<file path="config.mk">
export PLATFORM = sky130hd
export DESIGN_NAME = arith_arbiter_ctrl
export DESIGN_NICKNAME = d
export VERILOG_FILES = /design/src/rtl/arith_ctrl_pkg.sv /design/src/rtl/arith_core.sv /design/src/rtl/arith_arbiter_ctrl.sv
export SDC_FILE = /design/constraint.sdc
export NUM_CORES = 1
export LEC_CHECK = 0
export ABC_AREA = 1
export BUFFER_PORTS_ARGS = -buffer_cell sky130_fd_sc_hd__buf_2
export CAP_MARGIN = 20
export CORE_ASPECT_RATIO = 0.8
export CORE_MARGIN = 2
export CORE_UTILIZATION = 51
export CTS_BUF_LIST = sky130_fd_sc_hd__clkbuf_8
export DETAILED_ROUTE_END_ITERATION = 10
export PLACE_DENSITY = 0.82
export SLEW_MARGIN = 20
export SYNTH_ARGS = -nofsm -noshare
export SYNTH_HDL_FRONTEND = slang
export SYNTH_SLANG_ARGS = --single-unit
export TNS_END_PERCENT = 50
</file>
<file path="constraint.sdc">
create_clock -name i_clk -period 2.2 [get_ports i_clk]
set_clock_uncertainty 0.1 [all_clocks]
set_input_delay 0.22 -clock i_clk [delete_from_list [all_inputs] [get_ports i_clk]]
set_output_delay 0.22 -clock i_clk [all_outputs]
set_load 0.1 [all_outputs]
</file>
<file path="src/rtl/arith_ctrl_pkg.sv">
// Shared types and constants for the arithmetic arbiter/sequencer and its datapath.
package arith_ctrl_pkg;

    typedef enum logic [1:0] {
        OP_CMP_GT = 2'b00,
        OP_CMP_EQ = 2'b01,
        OP_SUB    = 2'b10,
        OP_MAX    = 2'b11
    } op_e;

    typedef enum logic [1:0] {
        IDLE = 2'b00,
        EXEC = 2'b01,
        RESP = 2'b10
    } state_e;

    localparam int CNT_W = 4;

endpackage

</file>
<file path="src/rtl/arith_core.sv">
// Combinational signed compare/subtract/max datapath shared by both requesters.
module arith_core
    import arith_ctrl_pkg::*;
#(
    parameter int BITS = 32
) (
    input  op_e               i_op,
    input  logic [BITS-1:0]   i_a,
    input  logic [BITS-1:0]   i_b,
    output logic [BITS-1:0]   o_result,
    output logic              o_flag
);

    logic            w_gt;
    logic            w_eq;
    logic [BITS-1:0] w_diff;
    logic            w_ovf;

    assign w_gt   = ($signed(i_a) > $signed(i_b));
    assign w_eq   = (i_a == i_b);
    assign w_diff = i_a - i_b;
    // Overflow only possible when operand signs differ and the result sign leaves A's.
    assign w_ovf  = (i_a[BITS-1] != i_b[BITS-1]) && (w_diff[BITS-1] != i_a[BITS-1]);

    // Operation select
    always_comb begin
        o_result = {BITS{1'b0}};
        o_flag   = 1'b0;
        case (i_op)
            OP_CMP_GT: begin
                o_result = {{(BITS-1){1'b0}}, w_gt};
                o_flag   = w_gt;
            end
            OP_CMP_EQ: begin
                o_result = {{(BITS-1){1'b0}}, w_eq};
                o_flag   = w_eq;
            end
            OP_SUB: begin
                o_result = w_diff;
                o_flag   = w_ovf;
            end
            OP_MAX: begin
                o_result = w_gt ? i_a : i_b;
                o_flag   = w_gt;
            end
            default: begin
                o_result = {BITS{1'b0}};
                o_flag   = 1'b0;
            end
        endcase
    end

endmodule

</file>
<file path="src/rtl/arith_arbiter_ctrl.sv">
// Two-requester round-robin arbiter and fixed-latency sequencer for arith_core.
module arith_arbiter_ctrl
    import arith_ctrl_pkg::*;
#(
    parameter int BITS        = 32,
    parameter int EXEC_CYCLES = 2
) (
    input  logic              i_clk,
    input  logic              i_rst_n,
    input  logic [1:0]        i_req_valid,
    output logic [1:0]        o_req_ready,
    input  logic [1:0]        i_op0,
    input  logic [1:0]        i_op1,
    input  logic [BITS-1:0]   i_arg_A0,
    input  logic [BITS-1:0]   i_arg_B0,
    input  logic [BITS-1:0]   i_arg_A1,
    input  logic [BITS-1:0]   i_arg_B1,
    output logic [1:0]        o_rsp_valid,
    input  logic [1:0]        i_rsp_ready,
    output logic [BITS-1:0]   o_result,
    output logic              o_flag,
    output logic              o_grant_id,
    output logic              o_busy
);

    state_e            r_state;
    logic [CNT_W-1:0]  r_cnt;
    logic              r_last_grant;
    logic              r_grant_id;
    op_e               r_op;
    logic [BITS-1:0]   r_a;
    logic [BITS-1:0]   r_b;
    logic [BITS-1:0]   r_result;
    logic              r_flag;
    logic [1:0]        r_rsp_valid;

    logic              w_grant_any;
    logic              w_grant;
    logic [1:0]        w_req_ready;
    logic              w_req_fire;
    logic              w_rsp_fire;
    logic [BITS-1:0]   w_core_result;
    logic              w_core_flag;

    arith_core #(.BITS(BITS)) u_core (
        .i_op     (r_op),
        .i_a      (r_a),
        .i_b      (r_b),
        .o_result (w_core_result),
        .o_flag   (w_core_flag)
    );

    // Round-robin pick: on a tie the requester not granted last time wins
    always_comb begin
        w_grant_any = 1'b0;
        w_grant     = 1'b0;
        case (i_req_valid)
            2'b01: begin
                w_grant_any = 1'b1;
                w_grant     = 1'b0;
            end
            2'b10: begin
                w_grant_any = 1'b1;
                w_grant     = 1'b1;
            end
            2'b11: begin
                w_grant_any = 1'b1;
                w_grant     = ~r_last_grant;
            end
            default: begin
                w_grant_any = 1'b0;
                w_grant     = 1'b0;
            end
        endcase
    end

    // Ready only toward the granted requester, and only while idle
    always_comb begin
        w_req_ready = 2'b00;
        if ((r_state == IDLE) && w_grant_any) begin
            w_req_ready[w_grant] = 1'b1;
        end else begin
            w_req_ready = 2'b00;
        end
    end

    assign w_req_fire = |(i_req_valid & w_req_ready);
    assign w_rsp_fire = i_rsp_ready[r_grant_id];

    // Sequencer FSM with operand capture and registered response
    always_ff @(posedge i_clk or negedge i_rst_n) begin
        if (!i_rst_n) begin
            r_state      <= IDLE;
            r_cnt        <= {CNT_W{1'b0}};
            r_last_grant <= 1'b1;
            r_grant_id   <= 1'b0;
            r_op         <= OP_CMP_GT;
            r_a          <= {BITS{1'b0}};
            r_b          <= {BITS{1'b0}};
            r_result     <= {BITS{1'b0}};
            r_flag       <= 1'b0;
            r_rsp_valid  <= 2'b00;
        end else begin
            case (r_state)
                IDLE: begin
                    if (w_req_fire) begin
                        r_op         <= w_grant ? op_e'(i_op1) : op_e'(i_op0);
                        r_a          <= w_grant ? i_arg_A1 : i_arg_A0;
                        r_b          <= w_grant ? i_arg_B1 : i_arg_B0;
                        r_grant_id   <= w_grant;
                        r_last_grant <= w_grant;
                        r_cnt        <= CNT_W'(EXEC_CYCLES - 1);
                        r_state      <= EXEC;
                    end
                end
                EXEC: begin
                    if (r_cnt == {CNT_W{1'b0}}) begin
                        r_result    <= w_core_result;
                        r_flag      <= w_core_flag;
                        r_rsp_valid <= r_grant_id ? 2'b10 : 2'b01;
                        r_state     <= RESP;
                    end else begin
                        r_cnt <= r_cnt - 1'b1;
                    end
                end
                RESP: begin
                    if (w_rsp_fire) begin
                        r_rsp_valid <= 2'b00;
                        r_state     <= IDLE;
                    end
                end
                default: begin
                    r_rsp_valid <= 2'b00;
                    r_state     <= IDLE;
                end
            endcase
        end
    end

    assign o_req_ready = w_req_ready;
    assign o_rsp_valid = r_rsp_valid;
    assign o_result    = r_result;
    assign o_flag      = r_flag;
    assign o_grant_id  = r_grant_id;
    assign o_busy      = (r_state != IDLE);

endmodule

</file>
-- Word-level counts from Yosys, hierarchy flattened
Cells that the tools add are included.
- bits in registers: 109
- bits in latches: 0
- RAM bits: 0
- memory bits (read-only): 0
- input bits: 138
- output and inout port bits: 39
- word-level logic and storage cells: 73
- memories kept: 0
- $add $sub $neg: 2
- $mul: 0
- divide/modulo/power cells: 0
- order comparisons: 4
- equality and inequality tests: 15
- shifts and indexed selects: 0
- multiplexer cells: 23
- bitwise operators: 3
- reduce and logical (&&, ||, !) cells: 16
- operators by type and width (kind ; number):
    $pmux 32 s4 ; 1
    $mux 32 ; 3
    $eq 32x32->1 ; 1
    $gt 32x32->1 ; 1
    $sub 32x32->32 ; 1
    $mux 2 ; 7
    $pmux 2 s3 ; 2
    $eq 2x2->1 const B ; 5
    $reduce_and 3->1 ; 3
    $mux 4 ; 2
    $ne 2x2->1 const B ; 4
    $pmux 4 s2 ; 1
    $eq 2x1->1 const B ; 3
    $logic_not 2->1 ; 2
    $logic_not 4->1 ; 1
    $lt 1x2->1 const B ; 2
    $mux 1 ; 4
    $reduce_and 2->1 ; 2
    $reduce_bool 2->1 ; 2
    $reduce_or 2->1 ; 2
    $sub 4x1->4 const B ; 1
    $logic_and 1x1->1 ; 3
    $pmux 1 s3 ; 1
    $reduce_or 3->1 ; 1
    6 further kinds ; 8

-- Longest topological paths before layout
- word-level depth: 11
- gate-level depth with buffers: 20
- depth with buffers taken out: 19

-- By module
Synthesis repeated with hierarchy kept, for this count alone.
- cell total of the unflattened synthesis: 1204
- area total of the unflattened synthesis: 8239.2 um^2
- by module, submodules not included (module ; instances ; cells each ; area each (um^2) ; seq. area each (um^2)):
    arith_arbiter_ctrl ; 1 ; 553 ; 4633.2 ; 2728.9
    arith_core ; 1 ; 651 ; 3606.0 ; 0.0

-- Least setup slack after synthesis
Ideal clock, no wire load.
- path kind: register to register
- start: register r_state[1]
- end: register r_grant_id, in the netlist o_grant_id
- library setup time: 83 ps
- arrival: 2540 ps
- required time: 2017 ps
- setup slack: -524 ps
- stages on the path, launching flop included: 7
- path buffers: 1
- period minus slack after synthesis: 2724 ps
- path through: dfrtp_1 nor2_1 inv_1 nor2_1 clkbuf_1 inv_1 o21ai_0
- longest elaborated chain between the ends: 6
- RTL lines (what ; line ; source):
    start, declared ; arith_arbiter_ctrl.sv:26 ; state_e r_state;
    start signal, assigned ; arith_arbiter_ctrl.sv:93 ; r_state <= IDLE;
    start signal, assigned ; arith_arbiter_ctrl.sv:113 ; r_state <= EXEC;
    start signal, assigned ; arith_arbiter_ctrl.sv:121 ; r_state <= RESP;
    $logic_not 2->1 ; arith_arbiter_ctrl.sv:80 ; if ((r_state == IDLE) && w_grant_any) begin
    $logic_and 1x1->1 ; arith_arbiter_ctrl.sv:80 ;
    $mux 2 ; arith_arbiter_ctrl.sv:80 ;
    via o_req_ready[1] ; arith_arbiter_ctrl.sv:11 ; output logic [1:0] o_req_ready,
    $and 2x2->2 ; arith_arbiter_ctrl.sv:87 ; assign w_req_fire = |(i_req_valid & w_req_ready);
    $reduce_or 2->1 ; arith_arbiter_ctrl.sv:87 ;
    $reduce_and 2->1 (no source line) ; - ;
    end signal, assigned ; arith_arbiter_ctrl.sv:110 ; r_grant_id <= w_grant;
    end, declared ; arith_arbiter_ctrl.sv:29 ; logic r_grant_id;
The timed path passes the listed nets, and every way through them passes these cells.
A chain may end at the register's enable or synchronous reset.

-- Final worst setup path
- start: register r_a[0]
- end: register r_result[15], in the netlist o_result[15]
- longest elaborated chain between the ends: 3
- elaborated cells between the ends (all ways): 4
- classes of those cells: add/sub: 1; order compare: 1; mux: 2
- RTL lines (what ; line ; source):
    start, declared ; arith_arbiter_ctrl.sv:31 ; logic [BITS-1:0] r_a;
    start signal, assigned ; arith_arbiter_ctrl.sv:98 ; r_a <= {BITS{1'b0}};
    start signal, assigned ; arith_arbiter_ctrl.sv:108 ; r_a <= w_grant ? i_arg_A1 : i_arg_A0;
    $gt 32x32->1 ; arith_core.sv:19 ; assign w_gt = ($signed(i_a) > $signed(i_b));
    $mux 32 ; arith_core.sv:43 ; o_result = w_gt ? i_a : i_b;
    $pmux 32 s4 (*) ; arith_core.sv:29 ; case (i_op)
    end signal, assigned ; arith_arbiter_ctrl.sv:100 ; r_result <= {BITS{1'b0}};
    end signal, assigned ; arith_arbiter_ctrl.sv:118 ; r_result <= w_core_result;
    end, declared ; arith_arbiter_ctrl.sv:33 ; logic [BITS-1:0] r_result;
Mark *: on every way between the ends. The rest lies on a longest branch, timed or not.

==> impl_results.md <==
- Die H: between 100 and 150 µm
- Slew at the pin closest to its max-slew limit: around 0.55 ns
- Rows: 40
- Critical Path Fanout Max: 8
- Number of synthesized flops with an enable pin: 0
- CTS Buf Count: 9
- Tcrit/Tclk final: 1.183
- Max Clk Rate: about 380 MHz
- Cell accounting for the most synthesized area: dfrtp_1
- YS warnings: 0
- Post-Syn Area: about 7700 µm²
- Worst-case clock buffer depth: 2
- Hold path cells: 4
- Worst setup EP type: flop
- Syn Nets: approximately 1300
- Ports: between 150 and 200
- Ys async rst share: 1.000
- TritonCTS clock tree: yes
- Netlist cell types: 39
- Synth top area cells: dfrtp_1, nand2_1, nand3_1, ha_1, inv_1
- Starting Density: 0.5189
- Flop2flop setup slack: -0.40 ns
- Post-synthesis register bit count: roughly 110
- Vias in the first global route: between 9000 and 10000
- DRC: 0
- # diodes: 0
- Final setup viols: 33
- Area of the core: around 15000 µm²
- Top FF cell, synth: dfrtp_1
- RePlAce Congestion: ~1.0
- Port Buffers: between 150 and 200
- Worst setup SP type: flop
- Fin nets: 1742
- Min-delay src: i_rsp_ready[0]
- RSZ-0062 raised after global routing: true
- HP Class: input port to flop
- Final worst slack: -0.4036 ns
- R2r worst-path depth: 19
- First-pass GRT wire length: 46810 µm
- Kind of critical path: flop to flop
- Remaining antenna violation count: 0
- Status: finished with violations
- DR WL/cell: around 17 µm
- Failing checks: setup timing
- Hold Vio Cnt, Final: 0
- Root buf cell: clkbuf_8
- Critical R2R Launch: r_a[0]$_DFFE_PN0P_
- HPWL after DPL: 18700 µm
- R2R Path End: o_result[15]$_DFFE_PN0P_
- Post-synthesis sequential area ratio: 0.3526
- H-tree depth: 3
- Commonest non-fill, non-tap cell in the layout: nand2_1
- Synth-to-layout area growth: 53.48%
- Data required, critical path: around 2.4 ns
- Final core occ: 0.7964
- Clk pin slew, worst setup/hold paths: roughly 0.11 ns
- Largest net degree at the start of global routing: 57
- Crit path launch: r_a[0]$_DFFE_PN0P_
- Post-synthesis cell count: approximately 1100
- Skew-Pair Late Insertion Delay: ~0.40 ns
- Most frequent cells in the layout: nand2_1, buf_2, buf_4
- Starting DRT DRC Count: 830
- Hold Path Sink: r_state[1]$_DFFE_PN0P_
- Clock sink count: 109
- Fin crit period: ~2.6 ns
- Post-synth top area share: 0.3492
- GR Util All Layers: 0.3672
- Antenna violations before repair: 0
- Via count: around 10000
- Filler Cells Inserted: 950
- Critical Path AT: 2.81 ns
- Post-DR vias/cell: 5.590
- Die Wd: 141.7 µm
- Routed Wire Length: just over 30000 µm
- 1st-pass router iterations: 5
- Slew Limit Fails: 0
- Setup TNS: -11.50 ns
- Max_cap viols: 0
- DIE AREA: about 16000 µm²
- Slew headroom: 0.6345
- GR Overflow Total: 0
- Fraction of layout cells with a size suffix above 1: 0.2943
- Synthesized area per cell: about 6.9 µm²
==> stage by stage <==
stage | cells | setup WS (ns) | area, µm² | hold slack [ns]
floorplan | 1124 | -0.1141 | 7751 | -0.1756
global placement | 1610 | -0.2719 | 9960 | -0.03535
detailed placement | 1610 | -0.3031 | 9960 | -0.02748
CTS | 1756 | -0.2856 | 11570 | 0.006394
global route | 1759 | -0.5412 | 11880 | 0.03248
finish | 1759 | -0.4036 | 11880 | 0.03168
==> worst max-delay path by stage <==
| stage | end | slack [ns] | cells after the start |
|---|---|---|---|
| 2_1_floorplan | o_result[24]$_DFFE_PN0P_ | -0.11 | 19 |
| 3_3_place_gp | o_result[26]$_DFFE_PN0P_ | -0.27 | 14 |
| 3_5_place_dp | o_result[29]$_DFFE_PN0P_ | -0.30 | 15 |
| 4_1_cts | o_flag$_DFFE_PN0P_ | -0.29 | 19 |
| 5_1_grt | o_result[15]$_DFFE_PN0P_ | -0.54 | 20 |
| 6_report | o_result[15]$_DFFE_PN0P_ | -0.40 | 19 |
==> layout make-up <==
cell class,count,area (µm²),area share
tap,189,236.5,0.01991
timing repair buffer,471,3603,0.3034
clock buffer,10,137.6,0.01159
clock inverter,6,43.79,0.003687
sequential,109,2729,0.2297
multi-input combinational,846,4647,0.3912
inverter,128,480.5,0.04045
==> registers in the layout (all words and copies together) (netlist names) <==
name / count
r_last_grant: 1
r_state: 2
r_op: 2
r_cnt: 4
r_a: 32
o_grant_id: 1
o_flag: 1
o_rsp_valid: 2
o_result: 32
r_b: 32
==> critical path: stages, from the launching register on <==
cell and delay, ns:
dfrtp_1 0.40, inv_2 0.08, ha_4 0.14, inv_2 0.04, fa_2 0.35, nand2_2 0.09
nand2_2 0.07, nand3_2 0.09, nand2_2 0.07, nand2_2 0.08, nand2_4 0.06, nand2_4 0.11
nand3_2 0.10, nand3_4 0.17, buf_12 0.18, nand2_1 0.07, nand3_1 0.09, nand2_1 0.08
nand2_1 0.08, nand2_1 0.05
==> cell usage after synthesis, types with 2 or more instances <==
cell      number
buf_4          3
a21oi_1       55
o21ai_2        2
nand2_2       15
buf_2          8
o211ai_1      58
nand3b_1       6
buf_6          7
nand3_2        3
clkbuf_1      20
o21ai_0       51
a21o_1         7
nand2_1      405
or2_2          5
inv_1        126
nand3_1       99
nand4_1        6
o22ai_1        7
ha_1          38
a21oi_2        3
nor2_1        57
dfrtp_1      108
o21a_1         2
nor3_1         5
o21bai_1       8
nor2_2         5
clkbuf_8       3
==> timing repair <==
action,in CTS,in global routing
setup endpoints to repair,34,44
pin swaps,3,26
hold buffers,128,0
buffers inserted,0,2
gates cloned,2,1
resized for setup,26,64
hold endpoints to repair,172,0
==> cell families (layout without fill, tap and decap cells) <==
group,count (synthesis),after routing,share of synthesized area
and+or+nand+nor,612,612,0.3339
DFF,109,109,0.3526
adders and majority gates,39,39,0.06403
buffers and inverters,169,615,0.09539
AOI/OAI and AO/OA,195,195,0.1541
==> layer usage <==
metal / share of wire / track usage / wire [µm] / vias up
met5: 0 / 0.01858 / 0 / -
li1: - / - / - / 4552
met2: 0.49 / 0.6337 / 14940 / 564
met4: 0.042 / 0.1600 / 1299 / 0
met3: 0.078 / 0.07152 / 2399 / 142
met1: 0.39 / 0.4497 / 12150 / 4575
Power is left out: the tool's default activity adds up to more than one toggle a clock period on the data nets, which glitch-free logic cannot reach.
